$ cat src/rtl/ipparser.sv
// ipparser: receive-side IPv4/UDP header parser. It checks the source-MAC and
// ethertype words and the 20-byte IPv4 header, including the header checksum.
// It latches the header fields and forwards the payload of accepted packets
// through one register stage. Rejected or short frames are discarded up to
// TLAST and counted.
module ipparser #(
   parameter logic [15:0] IPv4_PROTO = 16'h0800,
   parameter logic [7:0]  SUB_PROTO  = 8'd17
) (
   input  logic        S_AXI_ACLK,
   input  logic        S_AXI_ARESET,
   input  logic [31:0] i_ip_addr,
   input  logic        S_AXI_TVALID,
   output logic        S_AXI_TREADY,
   input  logic [31:0] S_AXI_TDATA,
   input  logic        S_AXI_TLAST,
   output logic        M_AXI_TVALID,
   input  logic        M_AXI_TREADY,
   output logic [31:0] M_AXI_TDATA,
   output logic        M_AXI_TLAST,
   output logic        o_hdr_valid,
   output logic [47:0] o_enet_src,
   output logic [31:0] o_ip_src,
   output logic [15:0] o_ip_len,
   output logic [15:0] o_pkt_id,
   output logic [15:0] o_drop_count
);

   typedef enum logic [1:0] {ST_HDR, ST_FWD, ST_DROP} state_t;

   state_t      r_state, w_state_nxt;
   logic [2:0]  r_cnt, w_cnt_nxt;
   logic        r_ok;
   logic [15:0] r_csum;
   logic [47:0] r_sh_mac;
   logic [15:0] r_sh_len, r_sh_id;
   logic [31:0] r_sh_src;
   logic        r_m_valid, r_m_last, r_hdr_valid;
   logic [31:0] r_m_data;
   logic [47:0] r_enet_src;
   logic [31:0] r_ip_src;
   logic [15:0] r_ip_len, r_pkt_id, r_drop_cnt;

   logic        w_s_ready, w_accept, w_word_ok, w_ok_so_far;
   logic        w_hdr_accept, w_drop;
   logic [15:0] w_csum_nxt;

   // One's-complement add of both halves of a word, folded twice back to 16 bits.
   function automatic logic [15:0] csum_add(input logic [15:0] acc, input logic [31:0] d);
      logic [17:0] s;
      logic [16:0] t;
      s = {2'b00, acc} + {2'b00, d[31:16]} + {2'b00, d[15:0]};
      t = {1'b0, s[15:0]} + {15'b0, s[17:16]};
      return t[15:0] + {15'b0, t[16]};
   endfunction

   // In FWD, input is accepted only when the output register can take the word.
   assign w_s_ready  = !S_AXI_ARESET &&
                       ((r_state != ST_FWD) || !r_m_valid || M_AXI_TREADY);
   assign w_accept   = S_AXI_TVALID && w_s_ready;
   // The accumulator restarts at w2, where the IPv4 header begins.
   assign w_csum_nxt = csum_add((r_cnt == 3'd2) ? 16'h0000 : r_csum, S_AXI_TDATA);

   // Per-word header check for the word currently presented.
   always_comb begin
      w_word_ok = 1'b1;
      case (r_cnt)
         3'd1: w_word_ok = (S_AXI_TDATA[15:0] == IPv4_PROTO);
         3'd2: w_word_ok = (S_AXI_TDATA[31:24] == 8'h45);
         3'd3: w_word_ok = (S_AXI_TDATA[13:0] == 14'd0);
         3'd4: w_word_ok = (S_AXI_TDATA[23:16] == SUB_PROTO);
         3'd6: w_word_ok = ((S_AXI_TDATA == i_ip_addr) || (S_AXI_TDATA == 32'hffff_ffff)) &&
                           (w_csum_nxt == 16'hffff);
         default: w_word_ok = 1'b1;
      endcase
      w_ok_so_far = ((r_cnt == 3'd0) ? 1'b1 : r_ok) && w_word_ok;
   end

   // Next-state logic: header walk, accept/drop decision, discard to TLAST.
   always_comb begin
      // NOTE: every output gets a default first so no path can infer a latch.
      w_state_nxt  = r_state;
      w_cnt_nxt    = r_cnt;
      w_hdr_accept = 1'b0;
      w_drop       = 1'b0;
      case (r_state)
         ST_HDR: begin
            if (w_accept) begin
               if (S_AXI_TLAST) begin
                  w_cnt_nxt = 3'd0;
                  w_drop    = 1'b1;
               end else if (r_cnt == 3'd6) begin
                  w_cnt_nxt = 3'd0;
                  if (w_ok_so_far) begin
                     w_state_nxt  = ST_FWD;
                     w_hdr_accept = 1'b1;
                  end else begin
                     w_state_nxt = ST_DROP;
                     w_drop      = 1'b1;
                  end
               end else begin
                  w_cnt_nxt = r_cnt + 3'd1;
               end
            end
         end
         ST_FWD, ST_DROP: begin
            if (w_accept && S_AXI_TLAST) w_state_nxt = ST_HDR;
         end
         default: w_state_nxt = ST_HDR;
      endcase
   end

   // State register, word counter, running check flag and checksum accumulator.
   always_ff @(posedge S_AXI_ACLK or posedge S_AXI_ARESET) begin
      // NOTE: sequential state uses non-blocking assignments only.
      if (S_AXI_ARESET) begin
         r_state <= ST_HDR;
         r_cnt   <= 3'd0;
         r_ok    <= 1'b0;
         r_csum  <= 16'h0000;
      end else begin
         r_state <= w_state_nxt;
         r_cnt   <= w_cnt_nxt;
         if (w_accept && (r_state == ST_HDR)) begin
            r_ok <= w_ok_so_far;
            if (r_cnt >= 3'd2) r_csum <= w_csum_nxt;
         end
      end
   end

   // Shadow capture of header fields while the header streams in.
   always_ff @(posedge S_AXI_ACLK or posedge S_AXI_ARESET) begin
      if (S_AXI_ARESET) begin
         r_sh_mac <= 48'd0;
         r_sh_len <= 16'd0;
         r_sh_id  <= 16'd0;
         r_sh_src <= 32'd0;
      end else if (w_accept && (r_state == ST_HDR)) begin
         case (r_cnt)
            3'd0: r_sh_mac[47:16] <= S_AXI_TDATA;
            3'd1: r_sh_mac[15:0]  <= S_AXI_TDATA[31:16];
            3'd2: r_sh_len        <= S_AXI_TDATA[15:0];
            3'd3: r_sh_id         <= S_AXI_TDATA[31:16];
            3'd5: r_sh_src        <= S_AXI_TDATA;
            default: ;
         endcase
      end
   end

   // Published header fields, acceptance pulse and saturating drop counter.
   always_ff @(posedge S_AXI_ACLK or posedge S_AXI_ARESET) begin
      if (S_AXI_ARESET) begin
         r_hdr_valid <= 1'b0;
         r_enet_src  <= 48'd0;
         r_ip_src    <= 32'd0;
         r_ip_len    <= 16'd0;
         r_pkt_id    <= 16'd0;
         r_drop_cnt  <= 16'd0;
      end else begin
         r_hdr_valid <= w_hdr_accept;
         if (w_hdr_accept) begin
            r_enet_src <= r_sh_mac;
            r_ip_src   <= r_sh_src;
            r_ip_len   <= r_sh_len;
            r_pkt_id   <= r_sh_id;
         end
         if (w_drop && (r_drop_cnt != 16'hffff)) r_drop_cnt <= r_drop_cnt + 16'd1;
      end
   end

   // Payload output register; it drains independently of the parser state.
   always_ff @(posedge S_AXI_ACLK or posedge S_AXI_ARESET) begin
      if (S_AXI_ARESET) begin
         r_m_valid <= 1'b0;
         r_m_data  <= 32'd0;
         r_m_last  <= 1'b0;
      end else begin
         if (r_m_valid && M_AXI_TREADY) r_m_valid <= 1'b0;
         if ((r_state == ST_FWD) && w_accept) begin
            r_m_valid <= 1'b1;
            r_m_data  <= S_AXI_TDATA;
            r_m_last  <= S_AXI_TLAST;
         end
      end
   end

   assign S_AXI_TREADY = w_s_ready;
   assign M_AXI_TVALID = r_m_valid;
   assign M_AXI_TDATA  = r_m_data;
   assign M_AXI_TLAST  = r_m_last;
   assign o_hdr_valid  = r_hdr_valid;
   assign o_enet_src   = r_enet_src;
   assign o_ip_src     = r_ip_src;
   assign o_ip_len     = r_ip_len;
   assign o_pkt_id     = r_pkt_id;
   assign o_drop_count = r_drop_cnt;

endmodule

$ cat config.mk
export PLATFORM = sky130hd
export DESIGN_NAME = ipparser
export DESIGN_NICKNAME = d
export VERILOG_FILES = /design/src/rtl/ipparser.sv
export SDC_FILE = /design/constraint.sdc
export NUM_CORES = 1
export LEC_CHECK = 0
export CAP_MARGIN = 20
export CORE_MARGIN = 4
export CORE_UTILIZATION = 55
export DETAILED_ROUTE_END_ITERATION = 16
export PLACE_DENSITY = 0.92
export SYNTH_ARGS = -nofsm -noshare
export SYNTH_HDL_FRONTEND = slang
export SYNTH_SLANG_ARGS = --single-unit
$ cat constraint.sdc
create_clock -name S_AXI_ACLK -period 15.6 [get_ports S_AXI_ACLK]
set_input_delay 1.56 -clock S_AXI_ACLK [delete_from_list [all_inputs] [get_ports S_AXI_ACLK]]
set_output_delay 1.56 -clock S_AXI_ACLK [all_outputs]
set_load 0.1 [all_outputs]
==> impl_metrics.csv, run 1 <==
group,metric,value,unit
outcome,status,"completed",
min_path,min_from,"r_csum[13]$_DFFE_PP0P_",
global_route,grt-busiest-layer,"met2",
place,number_of_buffers_added_on_ports,232,
worst_setup_path,endpoint_kind,"register",
synthesis,ys.flop_type,"dfrtp_1",
global_route,global_route.usage.met1,37.7,%
sta,fmax,92.1,MHz
detailed_routing,drtIter0Drc,1191,
sta,fin_worst_hold_slack,0.471,ns
pwr,power_leakage,8.00,nW
synthesis,synth-compound-area-share,5.52,%
worst_setup_path,critical-path-max-stage-delay,0.94,ns
synthesis,ys_ff_latch,297,
global_route,grt_use_met3,7.37,%
clocking,cts_post_setup_buffers_inserted,0,
min_path,hold_end,"r_csum[13]$_DFFE_PP0P_",
synthesis,synth-async-reset-ratio,100,%
pwr,ir_drop,0.157,mV
detailed_routing,post_dr_wirelength_cell,24.7,µm
sta,worst_pin_slew,1.11,ns
worst_setup_path,critical_path.reg2reg.endpoint,"o_enet_src[21]$_DFFE_PP0P_",
sta,final.min_clock_period,10.86,ns
sta,hold_violations,0,
layout,synthToLayoutAreaGrowth,25.0,%
synthesis,yosys.area_share.simple,9.10,%
worst_setup_path,reg2reg_from,"r_cnt[2]$_DFFE_PP0P_",
synthesis,syn-instance-count,1095,
synthesis,yosysWarningCount,0,
clocking,h-tree-depth,1,
worst_setup_path,timing.critical_path.mode_cell,"ha_1",
sta,final.period_utilization,69.6,%
clocking,clock_insertion_delay_at_the_later_pin_of_the_skew_report,0.55,ns
pwr,power-per-cell-area,196,nW/µm²
worst_setup_path,timing.critical_path.required,16.03,ns
synthesis,synth-adder-area-share,4.63,%
clocking,tritoncts_num_sinks,297,
synthesis,synth_cell_types,66,
worst_setup_path,worst-r2r-cell-count,34,
layout,post_route_cells_drive_above_1_share,18.4,%
clocking,clock_tree_from_tritoncts,"done",
worst_setup_path,critPathSlowestCell,"clkdlybuf4s50_1",
sta,slew_headroom,26.1,%
synthesis,syn-cell-area,14000,µm²
floorplan,die_height,168,µm
worst_setup_path,worst-endpoint-arrival,11.28,ns
synthesis,ys_seq_area_share,53.1,%
sta,setup_violations,0,
synthesis,yosys.area_share.xor_xnor,4.60,%
layout,num-nets-final,1431,
synthesis,synthMuxAreaShare,20.3,%
place,place.detailed.hpwl,28400,µm
worst_setup_path,critPathMaxFanout,71,
detailed_routing,route.vias.total,10200,
worst_setup_path,timing.setup.critical_path_class,"in -> reg",
layout,final.fill_count,1684,
clocking,holdBufCountCts,0,
job,max-cap-violations,0,
worst_setup_path,worstSetupStartpointType,"input port",
global_route,gr-usage-all-layers,28.9,%
sta,unrepaired_setup_endpoints_after_global_routing,"no",
detailed_routing,routed_antenna_nets,0,
detailed_routing,drt_drc_violations_left,0,
detailed_routing,finalWirelength,41200,µm
synthesis,post_synth_net_total,1205,
detailed_routing,firstDrtPassIters,5,
synthesis,synth-edff-count,0,
global_route,gr-usage-met2,47.1,%
global_route,grt_pass1_vias,10600,
global_route,wire_length_of_the_first_global_routing_pass,63300,µm
floorplan,dieWidth,168,µm
sta,report.final.slew_viol_count,0,
min_path,min_path_type,"reg -> reg",
global_route,grt_max_degree,117,
floorplan,placementRows,58,
place,gp_congestion,1.01,
clocking,clk_transition_reported_paths,0.06,ns
synthesis,mean_area_per_synthesized_cell,12.8,µm²
floorplan,dieArea,28100,µm²
floorplan,boundaryPins,233,
clocking,cts_root_buffer,"clkbuf_16",
global_route,grt_remaining_overflow,0,
floorplan,core_area,25100,µm²
floorplan,floorplan.initialDensity,55.8,%
sta,totalNegativeSetupSlack,0,ns
global_route,grt_antenna_before_repair,1,
clocking,post_cts_resize_count,0,
min_path,min_delay_path_depth,2,
clocking,cts_made_buffers,30,
sta,finalClockSkew,0.00890,ns
detailed_routing,viasPerCell,6.10,
synthesis,largest_family_of_logic_cells_by_synthesized_area,"multiplexers",
layout,n_antenna_cell,0,
worst_setup_path,reg2reg_setup_slack,5.23,ns
clocking,clock_tree.buffer_depth,3,
-- registers in the layout, indices dropped and copies added (netlist names) --
| name | count |
|---|---|
| M_AXI_TDATA | 32 |
| r_ok | 1 |
| o_drop_count | 16 |
| o_ip_len | 16 |
| M_AXI_TVALID | 1 |
| o_ip_src | 32 |
| r_sh_mac | 48 |
| r_state | 2 |
| o_enet_src | 48 |
| o_hdr_valid | 1 |
| r_sh_id | 16 |
| r_csum | 16 |
| o_pkt_id | 16 |
| r_sh_len | 16 |
| r_sh_src | 32 |
| r_cnt | 3 |
| M_AXI_TLAST | 1 |
-- Yosys cell counts (15+ instances only) --
master	instances	area [µm²]
dfrtp_1	297	7430
mux2_2	172	1940
mux2_1	80	901
nand2_1	73	274
xnor2_1	47	412
nor2_1	32	120
o21ai_0	32	160
clkbuf_1	29	109
nand3_1	27	135
ha_1	23	288
xor2_1	22	193
and2_1	20	125
inv_1	19	71.3
nand4_1	19	119
a21oi_1	18	90.1
fa_1	18	360
nor3_1	15	75.1
-- layer usage --
layer	wire length, µm	part of all wire [%]
met1	16000	39
met2	19600	47
met3	3760	9.1
met4	1830	4.4
met5	13	0.032
-- area by class of cell --
cell class,instances,area (µm²),share of cell area [%]
inverter,19,78.8,0.450
clock buffer,41,873,4.99
timing repair buffer,246,2430,13.9
sequential,297,7430,42.5
tap,330,413,2.36
clock inverter,10,81.3,0.465
multi-input combinational,727,6200,35.4
-- placed cells by master (no fill, tap or decap), types with 5 or more instances in the layout --
master           Yosys  routed
or4_1                6       6
xnor2_1             47      47
nand2_1             73      71
inv_1               19      18
nor4_1              10      10
nand4_1             19      19
fa_1                18      18
nor2_1              32      32
o211ai_1             7       7
nand3_1             27      27
clkbuf_16            0      31
buf_4                1      14
o21a_1               5       5
and3_1              13      13
a21o_1               8       8
nor2b_1              7       7
clkinv_2             0       7
ha_1                23      23
dfrtp_1            297     297
clkdlybuf4s50_1      0     232
xor2_1              22      22
o21ai_0             32      32
mux2_1              80      80
mux2_2             172     172
a31oi_1              5       5
a211oi_1             7       7
a21oi_1             18      18
nor3_1              15      14
clkbuf_8             0       6
and2_1              20      20
-- worst max-delay path, delay by kind of cell --
| kind | cells | cell delay [ns] |
|---|---|---|
| AOI/OAI and AO/OA | 8 | 1.74 |
| xor gates and xnor gates | 2 | 0.43 |
| adders and majority gates | 5 | 1.59 |
| buffers and inverters | 3 | 2.34 |
| muxes | 1 | 0.43 |
| and+or+nand+nor | 13 | 3.10 |
-- worst max-delay path by stage --
stage                          from                         end  slack, ns  cells past startpoint
floorplan              S_AXI_ARESET  M_AXI_TDATA[0]$_DFFE_PP0P_       5.84                      1
global placement    S_AXI_TDATA[18]  o_enet_src[20]$_DFFE_PP0P_       4.70                     32
detailed placement  S_AXI_TDATA[18]  o_enet_src[21]$_DFFE_PP0P_       4.36                     32
CTS                 S_AXI_TDATA[18]  o_enet_src[21]$_DFFE_PP0P_       4.88                     32
global route        S_AXI_TDATA[18]  o_enet_src[20]$_DFFE_PP0P_       4.18                     32
finish              S_AXI_TDATA[18]  o_enet_src[21]$_DFFE_PP0P_       4.74                     32
-- kinds of logic after synthesis --
logic type	Yosys count
AO/OA/AOI/OAI	116
XOR/XNOR	71
adder cells (fa/ha/maj)	41
buffers and inverters	71
flip-flops	297
multiplexers	253
AND/OR/NAND/NOR	246
-- where the power goes --
part | internal (mW) | switching (mW) | leakage (nW)
registers | 0.979 | 0.130 | 3.93
clock network | 0.405 | 0.292 | 0.476
logic | 0.560 | 1.06 | 3.60
-- stage by stage --
| step | cells | util, % | power [mW] | setup slack, ns | instance area (µm²) |
|---|---|---|---|---|---|
| after global placement | 1619 | 65.9 | 2.66 | 4.70 | 16500 |
| after CTS | 1670 | 69.7 | 3.40 | 4.88 | 17500 |
| final | 1670 | 69.7 | 3.43 | 4.74 | 17500 |
| after global routing | 1670 | 69.7 | 3.58 | 4.18 | 17500 |
| after detailed placement | 1619 | 65.9 | 2.69 | 4.36 | 16500 |
| after floorplan | 1095 | - | 2.25 | 5.84 | 14000 |
No activity file was read; power rests on OpenSTA's default activity.
==> run 2: changes to the inputs <==
--- a/config.mk
+++ b/config.mk
@@ -7,9 +7,9 @@
 export LEC_CHECK = 0
 export CAP_MARGIN = 20
 export CORE_MARGIN = 4
-export CORE_UTILIZATION = 55
+export CORE_UTILIZATION = 54
 export DETAILED_ROUTE_END_ITERATION = 16
-export PLACE_DENSITY = 0.92
+export PLACE_DENSITY = 0.91
 export SYNTH_ARGS = -nofsm -noshare
 export SYNTH_HDL_FRONTEND = slang
 export SYNTH_SLANG_ARGS = --single-unit
==> constraint.sdc (replaced) <==
create_clock -name S_AXI_ACLK -period 10.9 [get_ports S_AXI_ACLK]
set_input_delay 1.09 -clock S_AXI_ACLK [delete_from_list [all_inputs] [get_ports S_AXI_ACLK]]
set_output_delay 1.09 -clock S_AXI_ACLK [all_outputs]
set_load 0.1 [all_outputs]
==> run 2 against run 1 <==
Net effect: sequential cell count unchanged; critical path depth up 1; utilization down 0.43 points; largest cell class unchanged; register-to-register slack worse by 3.8 ns; global-route usage about the same; cell area up 0.24%; final cell count up 0.36%; highest routed layer unchanged; first-iteration DRC count down 42%; sequential share of layout area down 0.10 points; total power up 43%; hold slack better by 0.0069 ns.
==> impl_metrics.csv, run 2 (synthesized netlist as in run 1, its figures left out) <==
group,metric,value,unit
clocking,h-tree-depth,1,
floorplan,die_height,169,µm
floorplan,placementRows,58,
sta,final.period_utilization,86.5,%
worst_setup_path,critPathSlowestCell,"nand3_1",
clocking,clock_insertion_delay_at_the_later_pin_of_the_skew_report,0.56,ns
layout,utilization,69.3,%
clocking,post_cts_resize_count,0,
sta,setup_violations,0,
layout,most_used_cells_in_the_layout_excluding_fill_and_tap_cells,"297 x dfrtp_1, 232 x clkdlybuf4s50_1, 172 x mux2_2, 80 x mux2_1, 71 x nand2_1",
outcome,status,"completed",
place,gp_congestion,0.938,
clocking,holdBufCountCts,0,
worst_setup_path,timing.critical_path.required,11.34,ns
worst_setup_path,worstSetupStartpointType,"register",
clocking,clk_transition_reported_paths,0.06,ns
pwr,power-per-cell-area,279,nW/µm²
sta,hold_violations,0,
sta,final.min_clock_period,9.43,ns
worst_setup_path,reg2reg_setup_slack,1.47,ns
min_path,min_path_type,"reg -> reg",
layout,num-nets-final,1435,
sta,unrepaired_setup_endpoints_after_global_routing,"no",
worst_setup_path,critical-path-max-stage-delay,0.54,ns
detailed_routing,route.vias.total,10100,
detailed_routing,drtIter0Drc,686,
pwr,power.share.sequential,32.5,%
sta,report.final.slew_viol_count,0,
worst_setup_path,endpoint_kind,"register",
detailed_routing,drt_drc_violations_left,0,
clocking,cts_root_buffer,"clkbuf_16",
floorplan,dieWidth,169,µm
layout,layout_commonest_cell,"dfrtp_1",
global_route,grt_max_degree,151,
worst_setup_path,critical_path.reg2reg.endpoint,"o_enet_src[23]$_DFFE_PP0P_",
worst_setup_path,critical_path.startpoint,"r_cnt[2]$_DFFE_PP0P_",
detailed_routing,viasPerCell,6.00,
layout,layoutNonFillerInstCount,1676,
global_route,grt_pass1_vias,10600,
worst_setup_path,critical_path.endpoint,"o_enet_src[23]$_DFFE_PP0P_",
detailed_routing,post_dr_wirelength_cell,24.7,µm
layout,n_antenna_cell,0,
layout,post_route_cells_drive_above_1_share,18.4,%
place,number_of_buffers_added_on_ports,232,
place,dpl-instance-area,16600,µm²
pwr,power.switching_fraction,43.6,%
pwr,share_clk_of_total_power,20.5,%
worst_setup_path,reg2reg_from,"r_cnt[2]$_DFFE_PP0P_",
floorplan,core_area,25300,µm²
job,max-cap-violations,0,
place,place.detailed.hpwl,28400,µm
detailed_routing,finalWirelength,41400,µm
floorplan,dieArea,28600,µm²
global_route,wire_length_of_the_first_global_routing_pass,63900,µm
worst_setup_path,timing.setup.critical_path_class,"reg -> reg",
sta,totalNegativeSetupSlack,0,ns
floorplan,boundaryPins,233,
sta,slew_headroom,23.7,%
clocking,cts_post_setup_buffers_inserted,0,
detailed_routing,firstDrtPassIters,7,
worst_setup_path,critPathMaxFanout,72,
global_route,grt_remaining_overflow,0,
sta,worst_pin_slew,1.14,ns
clocking,clock_tree.buffer_depth,3,
pwr,power_leakage,8.01,nW
clocking,clock_tree_from_tritoncts,"done",
pwr,p_switching,2.13,mW
place,dpl_worst_slack,1.24,ns
sta,post-route-worst-setup-slack,1.47,ns
worst_setup_path,worst-r2r-cell-count,33,
sta,fmax,106,MHz
sta,fin_worst_hold_slack,0.478,ns
worst_setup_path,worst-endpoint-arrival,9.87,ns
pwr,power_report.internal_total,2.76,mW
pwr,p_comb_share,47.0,%
layout,final_non_filler_cell_area,17500,µm²
floorplan,floorplan.initialDensity,55.3,%
global_route,grt_antenna_before_repair,1,
pwr,power.total,4.89,mW
sta,finalClockSkew,0.00828,ns
place,placedCellCount,1624,
pwr,ir_drop,0.250,mV
layout,synthToLayoutAreaGrowth,25.3,%
layout,final.fill_count,1694,
clocking,tritoncts_num_sinks,297,
detailed_routing,routed_antenna_nets,0,
clocking,cts_made_buffers,29,
global_route,gr-usage-all-layers,29.0,%
[run 2: changes by cell type in the layout (fill, tap and decap cells not counted)]
cell,change
clkbuf_1,+5
inv_16,+1
o21ai_2,+1
buf_4,+4
clkinvlp_4,+2
clkinv_4,+1
clkbuf_8,-5
buf_12,+1
clkinv_2,-3
bufinv_16,+2
clkbuf_16,-2
o21ai_1,-1
[run 2: cell type report]
cell class,count,area (µm²),area share (%)
clock buffer,39,773,4.41
tap,330,413,2.35
clock inverter,13,170,0.970
sequential,297,7430,42.4
multi-input combinational,727,6200,35.3
timing repair buffer,251,2480,14.1
inverter,19,78.8,0.449
[run 2: power groups by stage]
| stage | combinational (mW) | sequential (mW) | clock (mW) |
|---|---|---|---|
| 2_1_floorplan | 1.19 | 2.04 | 0 |
| 3_3_place_gp | 2.24 | 1.56 | 0 |
| 3_5_place_dp | 2.25 | 1.60 | 0 |
| 4_1_cts | 2.27 | 1.58 | 1.01 |
| 5_1_grt | 2.45 | 1.62 | 1.06 |
| 6_report | 2.30 | 1.59 | 1.00 |
[run 2: worst min-delay path by stage]
stage / start / slack (ns) / depth (start not counted) / endpoint
4_1_cts: r_csum[7]$_DFFE_PP0P_ / 0.48 / 2 / r_csum[7]$_DFFE_PP0P_
5_1_grt: r_sh_src[6]$_DFFE_PP0P_ / 0.50 / 1 / o_ip_src[6]$_DFFE_PP0P_
2_1_floorplan: r_csum[9]$_DFFE_PP0P_ / 0.43 / 2 / r_csum[9]$_DFFE_PP0P_
6_report: r_csum[7]$_DFFE_PP0P_ / 0.48 / 2 / r_csum[7]$_DFFE_PP0P_
3_5_place_dp: r_csum[12]$_DFFE_PP0P_ / 0.46 / 2 / r_csum[12]$_DFFE_PP0P_
3_3_place_gp: r_csum[13]$_DFFE_PP0P_ / 0.45 / 2 / r_csum[13]$_DFFE_PP0P_
[run 2: worst max-delay path: cells and delay by family, from the launching register on]
kind | cells | cell delay [ns]
xor+xnor | 2 | 0.41
compound gates | 8 | 1.76
buf+inv | 2 | 0.56
simple gates | 15 | 4.14
flops | 1 | 0.48
mux | 1 | 0.40
fa+ha+maj | 5 | 1.48
[run 2: routing by layer]
metal	vias to the layer above	track usage, %	routed length, µm
li1	4368	-	-
met2	487	46.4	19200
met5	-	0	13
met3	112	8.50	4050
met1	5093	37.1	16100
met4	2	12.2	2000
